<file path="src/rtl/trail_collision_reader.sv">
// Collision probe for a candidate 8x8 head cell: arena-bound test, then up to four
// corner reads of the trail RAM through a shared, arbitrated read port.
//
// state  | meaning
// IDLE   | waiting for req; results from the last check held
// CHECK  | whole-cell bounds test on the latched head position
// ISSUE  | rd_en high for corner k until the arbiter grants
// WAIT   | counting down the RAM read latency; data taken on the last cycle
// DONE   | one-cycle done pulse, then back to IDLE
module trail_collision_reader #(
    parameter int          H_RES      = 640,
    parameter int          CELL_W     = 8,
    parameter int          CELL_H     = 8,
    parameter int          MIN_X      = 16,
    parameter int          MAX_X      = 623,
    parameter int          MIN_Y      = 16,
    parameter int          MAX_Y      = 463,
    parameter int          RD_LATENCY = 2,
    parameter logic [7:0]  EMPTY_CODE = 8'h00
) (
    input  logic        VGA_CLK,
    input  logic        reset,
    input  logic        req,
    input  logic [9:0]  head_x,
    input  logic [9:0]  head_y,
    output logic        rd_en,
    output logic [18:0] rd_addr,
    input  logic        rd_gnt,
    input  logic [7:0]  rd_data,
    output logic        busy,
    output logic        done,
    output logic        collision,
    output logic        hit_wall,
    output logic [7:0]  hit_code
);

    typedef enum logic [2:0] {
        S_IDLE,
        S_CHECK,
        S_ISSUE,
        S_WAIT,
        S_DONE
    } state_t;

    state_t      state, state_nxt;
    logic [9:0]  x_q, y_q;
    logic [1:0]  k_q;
    logic [2:0]  lat_cnt;

    logic [10:0] x_lo, x_hi, y_lo, y_hi;
    logic [10:0] samp_x, samp_y;
    logic [18:0] addr_k;
    logic        legal;
    logic        last_wait;
    logic        data_hit;

    assign x_lo = {1'b0, x_q};
    assign y_lo = {1'b0, y_q};
    assign x_hi = x_lo + 11'(CELL_W - 1);
    assign y_hi = y_lo + 11'(CELL_H - 1);
    assign legal = (x_lo >= 11'(MIN_X)) && (x_hi <= 11'(MAX_X)) &&
                   (y_lo >= 11'(MIN_Y)) && (y_hi <= 11'(MAX_Y));

    // k bit 0 selects right column, bit 1 selects bottom row
    assign samp_x = k_q[0] ? x_hi : x_lo;
    assign samp_y = k_q[1] ? y_hi : y_lo;
    assign addr_k = 19'(samp_y) * 19'(H_RES) + 19'(samp_x);

    assign last_wait = (lat_cnt == 3'd1);
    assign data_hit  = (rd_data != EMPTY_CODE);

    always_ff @(posedge VGA_CLK or posedge reset) begin
        if (reset) begin
            state <= S_IDLE;
        end else begin
            state <= state_nxt;
        end
    end

    always_comb begin
        state_nxt = state;
        case (state)
            S_IDLE:  if (req) state_nxt = S_CHECK;
            S_CHECK: state_nxt = legal ? S_ISSUE : S_DONE;
            S_ISSUE: if (rd_gnt) state_nxt = S_WAIT;
            S_WAIT: begin
                if (last_wait) begin
                    if (data_hit || (k_q == 2'd3)) state_nxt = S_DONE;
                    else                           state_nxt = S_ISSUE;
                end
            end
            S_DONE:  state_nxt = S_IDLE;
            default: state_nxt = S_IDLE;
        endcase
    end

    always_comb begin
        rd_en   = (state == S_ISSUE);
        rd_addr = rd_en ? addr_k : '0;
        busy    = (state != S_IDLE);
        done    = (state == S_DONE);
    end

    always_ff @(posedge VGA_CLK or posedge reset) begin
        if (reset) begin
            x_q       <= '0;
            y_q       <= '0;
            k_q       <= '0;
            lat_cnt   <= '0;
            collision <= 1'b0;
            hit_wall  <= 1'b0;
            hit_code  <= '0;
        end else begin
            case (state)
                S_IDLE: begin
                    if (req) begin
                        x_q       <= head_x;
                        y_q       <= head_y;
                        collision <= 1'b0;
                        hit_wall  <= 1'b0;
                        hit_code  <= '0;
                    end
                end
                S_CHECK: begin
                    k_q <= '0;
                    if (!legal) begin
                        collision <= 1'b1;
                        hit_wall  <= 1'b1;
                    end
                end
                S_ISSUE: begin
                    if (rd_gnt) lat_cnt <= 3'(RD_LATENCY);
                end
                S_WAIT: begin
                    lat_cnt <= lat_cnt - 3'd1;
                    if (last_wait) begin
                        if (data_hit) begin
                            collision <= 1'b1;
                            hit_code  <= rd_data;
                        end else begin
                            k_q <= k_q + 2'd1;
                        end
                    end
                end
                default: ;
            endcase
        end
    end

endmodule

</file>
<file path="config.mk">
export PLATFORM = sky130hd
export DESIGN_NAME = trail_collision_reader
export DESIGN_NICKNAME = d
export VERILOG_FILES = /design/src/rtl/trail_collision_reader.sv
export SDC_FILE = /design/constraint.sdc
export NUM_CORES = 1
export LEC_CHECK = 0
export ABC_CLOCK_PERIOD_IN_PS = 4500
export BUFFER_PORTS_ARGS = -buffer_cell sky130_fd_sc_hd__buf_2
export CORE_UTILIZATION = 35
export DETAILED_ROUTE_END_ITERATION = 10
export GPL_TIMING_DRIVEN = 0
export HOLD_SLACK_MARGIN = 0.08
export PLACE_DENSITY_LB_ADDON = 0.05
export SLEW_MARGIN = 40
export SYNTH_ARGS = -nofsm -noshare
export SYNTH_HDL_FRONTEND = slang
export SYNTH_SLANG_ARGS = --single-unit
</file>
<file path="constraint.sdc">
create_clock -name VGA_CLK -period 4.5 [get_ports VGA_CLK]
set_input_delay 0.225 -clock VGA_CLK [delete_from_list [all_inputs] [get_ports VGA_CLK]]
set_output_delay 0.225 -clock VGA_CLK [all_outputs]
set_load 0.01 [all_outputs]
</file>
==> flow_summary.toml <==
[power]
peakVddDrop_v = 0.000258
p_per_area_nw_per_um2 = 831
power_leakage_nw = 1.90

[synthesis]
syn_inst = 424
synth_cell_type_count = 60
syn_nets = 484
synth_area_sq_um = 3410
synth-seq-cells = 38
synth_ff_type = "dfrtp_1"
avgSynthCellArea_sq_um = 8.04
synth_edf_count = 0
seq_area_frac_synth = 0.279
synthArstFlopShare = 1.00
yosys_warnings = 0

[cts]
clkSinkCount = 38
clk_pin_slew_worst_paths_ns = 0.07
htreeDepth = 2
cts_tree = "yes"
cts.root.buffer_cell = "clkbuf_8"
clock_tree.buffer_depth = 2
cts-buffers-inserted = 5
clock_latency_ns = 0.29

[route]
drt_iter0_drc = 193
drc = 0
firstDrtPassIters = 4
ant_nets = 0
wire_per_inst_microns = 13.4
routed_wl_mm = 8.32
avgViaCountPerCell = 5.00
vias = 3116

[grt]
grt_pass1_vias = 2991
overflow = 0
grt_use_total = 0.176
antenna_found_initial = 0
grt_max_degree = 39
grt_pass1_wl_mm = 14.1

[die]
dieArea_sq_um = 10100
core_sq_um = 9330
start_util = 0.366
die_w_microns = 101
ioPinCount = 64
die_h_microns = 101
std_cell_rows = 35

[critical_path]
cp.arrival_ns = 3.92
critPathLaunchType = "flip-flop"
cp_common_cell = "ha_1"
critPathMaxStageDelay_ns = 0.44
cpMaxStageDelayCell = "dfrtp_1"
cp_cell_sequence = "inv_1, ha_1, nand2b_1, nand3_1, xnor2_1, ha_1, ha_1, buf_2, a21o_1, a221oi_2, xor2_1, nor4_2, a21o_1, a21oi_1, buf_2"
crit_fanout = 8
cp-end-kind = "output pin"
worstSetupPathType = "reg -> out"
cp.required_ns = 4.28

[timing]
fin_hold_ws_ns = 0.120
final.period_utilization = 0.922
final_max_slew_viol_count = 0
worst_pin_slew_ns = 0.586
fmax_mhz = 241
finalHoldViolations = 0
rsz0062_at_grt = "no"
tns_ns = 0
setup_slack_ns = 0.351
skew_ns = 0.00760
max_slew_margin = 0.606
setup_viol_count_final = 0
fin_crit_ns = 4.15

[place]
hpwl_mm = 6.47
place_congestion = 0.796
pre_cts_slack_ns = 0.564
port-buffer-count = 63

[cells_and_area]
layout-drive-gt1-share = 0.198
antenna_cells = 0
final_nets = 554
area_delta_synth_final_pct = 17.8

[run]
maxCapViolations = 0

[worst_hold_path]
hp-class = "in -> reg"

[run_status]
status = "completed"
-- routing by layer --
| metal | track usage | wire length (microns) | up-vias |
|---|---|---|---|
| li1 | - | - | 1623 |
| met1 | 0.237 | 4170 | 1407 |
| met2 | 0.286 | 3620 | 74 |
| met3 | 0.0277 | 314 | 12 |
| met4 | 0.0613 | 213 | 0 |
| met5 | 0 | 0 | - |
-- per-stage QoR --
| step | power, W | cells | utilization | cell area [sq um] |
|---|---|---|---|---|
| after floorplan | 0.00250 | 424 | - | 3410 |
| after global placement | 0.00302 | 616 | 0.417 | 3890 |
| after detailed placement | 0.00303 | 616 | 0.417 | 3890 |
| after CTS | 0.00336 | 624 | 0.430 | 4010 |
| after global routing | 0.00372 | 623 | 0.431 | 4020 |
| final | 0.00334 | 623 | 0.431 | 4020 |
-- path summary, 6_finish.rpt --
| path | from | end | slack, ns | depth (start not counted) |
|---|---|---|---|---|
| max in group asynchronous | reset | x_q[6] | 3.65 | 3 |
| worst min-delay path | head_y[2] | y_q[2] | 0.12 | 3 |
| min in group asynchronous | reset | hit_code[7] | 0.51 | 3 |
| worst max-delay path | y_q[0] | rd_addr[18] | 0.35 | 15 |
| worst max register to register | x_q[1] | collision | 2.13 | 9 |
| worst min register to register | hit_wall | hit_wall | 0.48 | 2 |
-- cell usage in the layout, fill, tap and decap left out, types with 3 or more instances in the layout --
cell      instances
or3_1             3
nor2b_1           9
xnor2_1          23
a22o_1            3
nor3_1            8
ha_1             26
and3_1            4
nor4_1            8
o21ai_1           3
a21oi_1          10
a22oi_1           3
inv_1            13
a211oi_1          3
dfrtp_1          38
nand3_1          13
a21o_1           10
nand2b_1          5
o21ai_0          24
buf_2            73
nand2_1          83
and2_1            7
nand4_1           6
nand4b_1          3
xor2_1           14
nor2_1           31
clkbuf_1         10
buf_6             6
clkbuf_8          6
-- state kept, by name, indices dropped and copies added, names as in the netlist --
signal     cells
collision      1
x_q           10
lat_cnt        3
hit_code       8
hit_wall       1
k_q            2
state          3
y_q           10
-- report_power, final --
part           leakage [nW]  internal (W)  total, W  switching, W
combinational          1.37       0.00103   0.00243       0.00140
sequential            0.482      0.000490  0.000612      0.000121
clock                0.0573      0.000177  0.000300      0.000123
-- logic make-up (layout without fill, tap and decap cells) --
logic type	after synthesis	in the layout	synth area share
xor+xnor	37	37	0.0950
buf+inv	43	113	0.0653
flops	38	38	0.279
mux	2	2	0.00587
simple gates	193	193	0.275
compound gates	83	83	0.173
fa+ha+maj	28	28	0.107
-- worst max-delay path: cells and delay by family (launching register included) --
family                     cells  cell delay, ns
DFF                            1            0.44
buffers and inverters          3            0.43
AOI/OAI and AO/OA              4            0.80
and+or+nand+nor                3            0.46
adders and majority gates      3            0.87
xor gates and xnor gates       2            0.63
-- layout make-up --
class / count / area [sq um]
Buffer: 28 / 166
Clock buffer: 6 / 82.6
Clock inverter: 1 / 30.0
Fill cell: 975 / 5310
Inverter: 14 / 55.1
Multi-Input combinational cell: 343 / 2250
Sequential cell: 38 / 951
Tap cell: 129 / 161
Timing Repair Buffer: 64 / 325
-- Yosys cell counts, types with 9 or more instances --
master,number,area (sq um)
nor4_1,9,56.3
nand3_1,13,65.1
dfrtp_1,38,951
xor2_1,14,123
a21o_1,10,75.1
nor2b_1,9,56.3
a21oi_1,11,55.1
nand2_1,83,312
xnor2_1,23,201
ha_1,26,325
o21ai_0,24,120
inv_1,14,52.6
buf_2,10,50.1
clkbuf_1,11,41.3
nor2_1,31,116
-- what timing repair did --
item                                    CTS  global route
hold endpoints to repair                 38             0
hold buffers                              1             0
endpoints found under the setup margin    0             1
gates resized for setup                   0             2
buffers inserted                          0             0
(Power assumes the default switching activity.)
